$ cat src/rtl/cpu_types_pkg.sv
// Shared CPU types: machine word, opcodes and the fetch FSM encoding.
package cpu_types_pkg;

  typedef logic [31:0] word_t;

  typedef enum logic [5:0] {
    OP_RTYPE = 6'h00,
    OP_J     = 6'h02,
    OP_JAL   = 6'h03,
    OP_BEQ   = 6'h04,
    OP_BNE   = 6'h05,
    OP_HALT  = 6'h3F
  } opcode_t;

  typedef logic [0:0] fetch_state_t;
  localparam fetch_state_t RUN    = 1'b0;
  localparam fetch_state_t HALTED = 1'b1;

  // sll $0,$0,0 encodes as all zeros, so a bubble is a real NOP
  localparam word_t NOP_INSTR = 32'h0000_0000;

  function automatic word_t pc_plus4(input word_t pc);
    return pc + 32'd4;
  endfunction

endpackage

$ cat src/rtl/fetch_stage_if_id_latch.sv
// IF/ID pipeline register: hold beats bubble, bubble beats load.
module if_id_latch
  import cpu_types_pkg::*;
(
  input  logic  clk,
  input  logic  rst,
  input  logic  hold,
  input  logic  bubble,
  input  word_t load_instr,
  input  word_t load_npc,
  output word_t instr,
  output word_t npc,
  output logic  valid
);

  always_ff @(posedge clk or posedge rst) begin
    if (rst) begin
      instr <= NOP_INSTR;
      npc   <= '0;
      valid <= 1'b0;
    end else if (hold) begin
      instr <= instr;
      npc   <= npc;
      valid <= valid;
    end else if (bubble) begin
      instr <= NOP_INSTR;
      npc   <= '0;
      valid <= 1'b0;
    end else begin
      instr <= load_instr;
      npc   <= load_npc;
      valid <= 1'b1;
    end
  end

endmodule

$ cat src/rtl/fetch_stage.sv
// MIPS IF stage: PC register, icache request, run/halt FSM and IF/ID latch.
// Optional FETCH_PERF_COUNTERS_EN adds stall_cycles / flush_count outputs.
module fetch_stage
  import cpu_types_pkg::*;
#(
  parameter word_t PC_INIT = 32'h0000_0000
) (
  input  logic        CLK,
  input  logic        RST,
  input  logic        ihit,
  input  logic [31:0] imemload,
  output logic        imemREN,
  output logic [31:0] imemaddr,
  input  logic        dmem_stall,
  input  logic        hazard,
  input  logic        branch,
  input  logic [31:0] branch_target,
  input  logic        jump,
  input  logic [31:0] jump_target,
  input  logic        halt,
  output logic [31:0] id_instr,
  output logic [31:0] id_npc,
  output logic        id_valid,
`ifdef FETCH_PERF_COUNTERS_EN
  output logic [31:0] stall_cycles,
  output logic [31:0] flush_count,
`endif
  output logic        halted
);

  fetch_state_t state, state_next;
  word_t        pc, pc_next, pc_inc;
  logic         run, hold, bubble;
  logic         stall_evt, flush_evt;

  assign run      = (state == RUN);
  assign pc_inc   = pc_plus4(pc);
  assign imemREN  = run;
  assign imemaddr = pc;
  assign halted   = (state == HALTED);

  // Priority chain; branch/jump under hazard are dropped because the
  // hazard unit keeps re-presenting an unresolved branch.
  always_comb begin
    pc_next    = pc;
    state_next = state;
    hold       = 1'b0;
    bubble     = 1'b0;
    stall_evt  = 1'b0;
    flush_evt  = 1'b0;
    if (run) begin
      if (dmem_stall) begin
        hold      = 1'b1;
        stall_evt = 1'b1;
      end else if (halt) begin
        bubble     = 1'b1;
        state_next = HALTED;
      end else if (hazard) begin
        hold      = 1'b1;
        stall_evt = 1'b1;
      end else if (jump) begin
        pc_next   = jump_target;
        bubble    = 1'b1;
        flush_evt = 1'b1;
      end else if (branch) begin
        pc_next   = branch_target;
        bubble    = 1'b1;
        flush_evt = 1'b1;
      end else if (ihit) begin
        pc_next = pc_inc;
      end else begin
        bubble    = 1'b1;
        stall_evt = 1'b1;
      end
    end else begin
      hold = 1'b1;
    end
  end

  always_ff @(posedge CLK or posedge RST) begin
    if (RST) begin
      pc    <= PC_INIT;
      state <= RUN;
    end else begin
      pc    <= pc_next;
      state <= state_next;
    end
  end

  if_id_latch u_if_id (
    .clk        (CLK),
    .rst        (RST),
    .hold       (hold),
    .bubble     (bubble),
    .load_instr (imemload),
    .load_npc   (pc_inc),
    .instr      (id_instr),
    .npc        (id_npc),
    .valid      (id_valid)
  );

`ifdef FETCH_PERF_COUNTERS_EN
  always_ff @(posedge CLK or posedge RST) begin
    if (RST) begin
      stall_cycles <= '0;
      flush_count  <= '0;
    end else begin
      if (stall_evt && stall_cycles != 32'hFFFF_FFFF) stall_cycles <= stall_cycles + 32'd1;
      if (flush_evt && flush_count != 32'hFFFF_FFFF)  flush_count  <= flush_count + 32'd1;
    end
  end
`else
  logic unused_evt;
  assign unused_evt = stall_evt ^ flush_evt;
`endif

endmodule

$ cat config.mk
export PLATFORM = sky130hd
export DESIGN_NAME = fetch_stage
export DESIGN_NICKNAME = d
export VERILOG_FILES = /design/src/rtl/cpu_types_pkg.sv /design/src/rtl/fetch_stage_if_id_latch.sv /design/src/rtl/fetch_stage.sv
export SDC_FILE = /design/constraint.sdc
export NUM_CORES = 1
export LEC_CHECK = 0
export CAP_MARGIN = 20
export CORE_ASPECT_RATIO = 1.2
export CORE_MARGIN = 2
export CORE_UTILIZATION = 44
export CTS_CLUSTER_SIZE = 24
export DETAILED_ROUTE_END_ITERATION = 12
export GPL_ROUTABILITY_DRIVEN = 0
export PLACE_DENSITY = 0.92
export SKIP_CTS_REPAIR_TIMING = 1
export SLEW_MARGIN = 0
export SYNTH_ARGS = -nofsm -noshare
export SYNTH_HDL_FRONTEND = slang
export SYNTH_HIERARCHICAL = 1
export SYNTH_SLANG_ARGS = --single-unit
$ cat constraint.sdc
create_clock -name CLK -period 2.5 [get_ports CLK]
set_input_delay 0.375 -clock CLK [delete_from_list [all_inputs] [get_ports CLK]]
set_output_delay 0.375 -clock CLK [all_outputs]
set_load 0.05 [all_outputs]
Word level (Yosys, flattened, before mapping) --
Cells that the tools add are included.
Word-level totals: flip-flop bits (word level) 98, input bits 104, word-level logic and storage cells 32
Cells by class: add/sub/neg operators 1, multiplexer cells 20, bitwise gates (word level) 4, reduce and logical (&&, ||, !) cells 2
Operator list (number):
- $mux 32 | 5
- $add 32x3->32 const B | 1
- $mux 1 | 15
- $reduce_and 5->1 | 1
- $not 1->1 | 4
- $reduce_bool 3->1 | 1

Logic depth before layout (Yosys ltp) --
Gate-level depths: netlist (run 1).
word-level depth 8, depth in mapped cells 7

Hierarchy --
The synthesis (run 1) kept the hierarchy.
By module, submodules not included:
- fetch_stage | instances 1, cells an instance 347, area each 2717.6 µm², seq. area each 825.8 µm²
- if_id_latch | instances 1, cells an instance 147, area each 2328.5 µm², seq. area each 1626.6 µm²

Least setup slack after synthesis (run 1) --
No wires, ideal clock.
path kind flip-flop to flip-flop, from register pc[6], in the netlist imemaddr[6], to register u_if_id.npc[31], data arrival time 2.373 ns, data required time 2.379 ns, path slack 0.006 ns, cell stages (with the launch flop) 8, path buffers 2, path through dfrtp_1 > buf_2 > nand4_4 > or3_1 > buf_6 > or4_4 > xnor2_1 > a22o_1
On the way: word-level cells in the longest chain between the ends 2
Ends and longest elaborated chain:
- start: declaration | line fetch_stage.sv:32 | word_t pc, pc_next, pc_inc;
- start signal: assignment | line fetch_stage.sv:85 | pc <= pc_next;
- $add 32x3->32 | line cpu_types_pkg.sv:23 | return pc + 32'd4;
- net pc_inc[31] | line fetch_stage.sv:32
- $mux 32 | line fetch_stage_if_id_latch.sv:25 | end else if (bubble) begin
- end signal: assignment | line fetch_stage_if_id_latch.sv:23 | npc <= npc;
- end signal: assignment | line fetch_stage_if_id_latch.sv:31 | npc <= load_npc;
- end: declaration | line fetch_stage_if_id_latch.sv:12 | output word_t npc,
The timed path passes the listed nets, and every way through them passes these cells. A chain may end at the register's enable or synchronous reset.

Final worst setup path (run 1) --
Same ends and word-level chain as after synthesis.

==> summary.md, run 1 <==
| Metric | Value |
|---|---|
| Initial core utilization | `0.455` |
| Syn_nets | `599` |
| Largest net degree at the start of global routing | `37` |
| Critical path class | `reg -> reg` |
| FP Rows | `42` |
| Die W | `102 um` |
| Final worst path period share | `0.916` |
| Worst setup SP type | `register` |
| Setup Skew | `0.00660 ns` |
| RSZ-0062 raised after global routing | `no` |
| Power Internal | `0.00279 W` |
| Area of the core | `11100 sq um` |
| Distinct cell type count after synthesis | `50` |
| Adder-cell area share of the yosys netlist | `0.00248` |
| Clk slew on worst S/H paths | `0.07 ns` |
| Die Y | `121 um` |
| GRT met2 Usage | `0.458` |
| Final nets | `796` |
| Post-Synth Simple-Gate Area | `0.137` |
| Endpoints failing hold | `0` |
| Area grow syn2layout | `50.1%` |
| Most used routing layer | `met2` |
| Ys Warns | `6` |
| Critical-path cell list | `nand4_4 > or3_1 > or4_4 > xnor2_1 > a22o_1` |
| Root buffer cell | `clkbuf_16` |
| Final WL | `16700 um` |
| Total number of vias | `5041` |
| DRC viols | `0` |
| Slew Viols, Final | `0` |
| Crit path arrival time | `2.52 ns` |
| Main combinational cell family by area after synthesis | `compound AO/OA/AOI/OAI gates` |
| Post-synthesis sequential area ratio | `0.486` |
| Initial antenna violation count | `0` |
| Met1 Use GR | `0.343` |
| Mux cell area share after synthesis | `0.00595` |
| Detail Route Antenna Nets | `0` |
| Layout cell share with drive strength beyond 1 | `0.0718` |
| Worst r2r path cells | `5` |
| Initial drt markers | `409` |
| Xor/xnor cell area share of the yosys netlist | `0.0486` |
| Status | `completed` |
| Longest Clk Path Bufs | `2` |
| Max Cap Violations | `0` |
| CP Buf/Inv Count | `0` |
| Final Total Pwr | `0.00374 W` |
| Tot GR Track Use | `0.274` |
| Met3 GRT Util | `0.0478` |
| Clk_lat worst skew | `0.34 ns` |
| Sw Ratio | `0.254` |
| Placed wire-length estimate | `12500 um` |
| Drt pass-1 iters | `5` |
| Drt wl/cell | `19.6 um` |
| Vias in the first global route | `4986` |
| Worst Tran Pin Value | `0.650 ns` |
| Stages on worst setup path | `5` |
| Seq pwr share | `0.445` |
| Final Worst Setup Slack | `0.209 ns` |
| Ys async rst share | `1.00` |
| Hold Path Depth | `1` |
| Setup TNS | `0 ns` |
| Total global routing overflow | `0` |
| Crit path max-delay cell type | `or4_4` |
| Netlist Area Pre-Place | `5050 sq um` |
| Combinational cell fraction of total power | `0.161` |
| #FFs+latches synth | `98` |
| Port bufs | `202` |
| Crit path max-delay family | `simple AND/OR/NAND/NOR gates` |
| Die area | `12300 sq um` |
| Number of flops mapped to enable cells by yosys | `0` |
| CP peak stage delay | `0.58 ns` |
| Critical path required time | `2.73 ns` |
| Synth Area in Compound Gates | `0.262` |
| Crit. End Element | `register` |
| Antenna Cells | `0` |
| First-pass GRT wire length | `26300 um` |
| Static Leakage | `3.21 nW` |
| Final Setup Violations | `0` |
| Max Fclk | `436 MHz` |
| Maximum vdd drop | `0.000351 V` |
| Pwr/cell area | `494 nW/um^2` |
| Ys flop type | `dfrtp_1` |
| Crit Path Max Fanout | `9` |
| Dpl ws | `0.237 ns` |
| CTS sink cnt | `98` |
| Fin crit period | `2.29 ns` |
| Via density | `5.93` |
| TritonCTS buffer count | `9` |
| Avg Synthesized Cell Area | `10.2 sq um` |
| Clock share of power | `0.393` |
| Cells after Synth | `494` |
| P_sw | `0.000951 W` |
| Worst slew margin | `0.566` |
| Ports | `203` |
| TritonCTS clock tree | `yes` |
| H-tree depth | `3` |
| Hold crit path type | `reg -> reg` |
[per-stage QoR]
| step | instances | cell area (sq um) | utilization | hold WS (ns) |
|---|---|---|---|---|
| 2_1_floorplan | 494 | 5050 | - | 0.489 |
| 3_3_place_gp | 834 | 7250 | 0.654 | 0.469 |
| 3_5_place_dp | 834 | 7250 | 0.654 | 0.472 |
| 4_1_cts | 850 | 7570 | 0.683 | 0.488 |
| 5_1_grt | 850 | 7570 | 0.683 | 0.523 |
| 6_report | 850 | 7570 | 0.683 | 0.490 |
[cell usage in the layout, fill, tap and decap left out, types with 4 or more instances in the layout]
cell             instances
nand4_1                  8
a22o_1                  69
xor2_1                  12
nand2_1                 32
nor3_1                  11
a22oi_1                  5
o2bb2ai_1                6
inv_1                   14
o21a_1                   4
xnor2_1                 16
o21ai_0                 30
nor4_1                   7
nand3_1                 14
a222oi_1                 6
a31oi_1                  6
buf_4                   23
clkbuf_16                9
o22ai_1                  5
and4_1                   7
and3_1                   5
nor2b_1                 10
dfrtp_1                 98
nor2_1                  22
a21oi_1                 25
clkdlybuf4s50_1        202
[registers in the layout, indices dropped and copies added (netlist names)]
signal         flops
halted             1
imemaddr          32
u_if_id/instr     32
u_if_id/npc       32
u_if_id/valid      1
[layout make-up]
class / instances / area (sq um)
flip-flops and latches: 98 / 2450
clock inverters: 6 / 91.3
repair buffers: 227 / 2230
fillers: 802 / 3510
well taps: 154 / 193
inverters: 15 / 56.3
multi-input cells: 340 / 2320
clock buffers: 10 / 229
[routing by layer]
layer,routed length (um),vias to the layer above
li1,-,2252
met1,6290,2403
met2,8270,333
met3,1540,53
met4,580,0
met5,0,-
[logic make-up (layout without fill, tap and decap cells)]
logic type / after synthesis / in the layout
mux: 3 / 3
simple gates: 129 / 129
buf+inv: 56 / 258
fa+ha+maj: 1 / 1
compound gates: 179 / 179
flops: 98 / 98
xor+xnor: 28 / 28
[power groups by stage]
stage	Clock, W	Combinational (W)	Sequential, W
finish	0.00147	0.000604	0.00167
CTS	0.00149	0.000603	0.00166
detailed placement	0	0.000598	0.00169
global placement	0	0.000589	0.00169
floorplan	0	0.000157	0.00182
global route	0.00158	0.000636	0.00167
[cells in the mapped netlist (all sizes together), types with 2 or more instances]
cell type   n  share of area
o21ai      32          0.032
a221oi      2         0.0035
nor2b      10          0.012
o2bb2ai     6          0.010
nand2b      3         0.0037
and3        5         0.0062
a21oi      26          0.027
nand2      32          0.024
inv        15          0.011
a22o       69           0.12
clkbuf     24          0.018
buf        17          0.029
nand4       9          0.014
a2bb2oi     2         0.0035
o21a        4         0.0060
xnor2      16          0.028
o22ai       5         0.0062
o22a        3         0.0052
a31oi       6         0.0074
or4         2         0.0045
mux2i       3         0.0060
nor2       23          0.019
a211oi      2         0.0030
o311ai      3         0.0052
o31a        2         0.0035
a222oi      6          0.012
nor4        8         0.0099
dfrtp      98           0.49
nand3      14          0.014
or3         2         0.0025
and4        7          0.012
a22oi       5         0.0074
nor3       11          0.011
xor2       12          0.021
[path summary, 6_finish.rpt]
| kind | slack [ns] | start | end |
|---|---|---|---|
| worst max-delay path | 0.21 | imemaddr[6] | u_if_id/npc[31] |
| worst min-delay path | 0.49 | u_if_id/valid | u_if_id/valid |
| worst max register to register | 0.21 | imemaddr[6] | u_if_id/npc[31] |
| worst min register to register | 0.49 | u_if_id/valid | u_if_id/valid |
| max in group asynchronous | 1.40 | RST | u_if_id/npc[21] |
| min in group asynchronous | 0.50 | RST | u_if_id/instr[22] |
(Power assumes the default switching activity.)
==> run 2, diff against run 1 <==
Settings changed: ABC_CLOCK_PERIOD_IN_PS set to 2500.
==> results of run 2 <==
The final DEF is identical to that of run 1; final timing and power are the same.
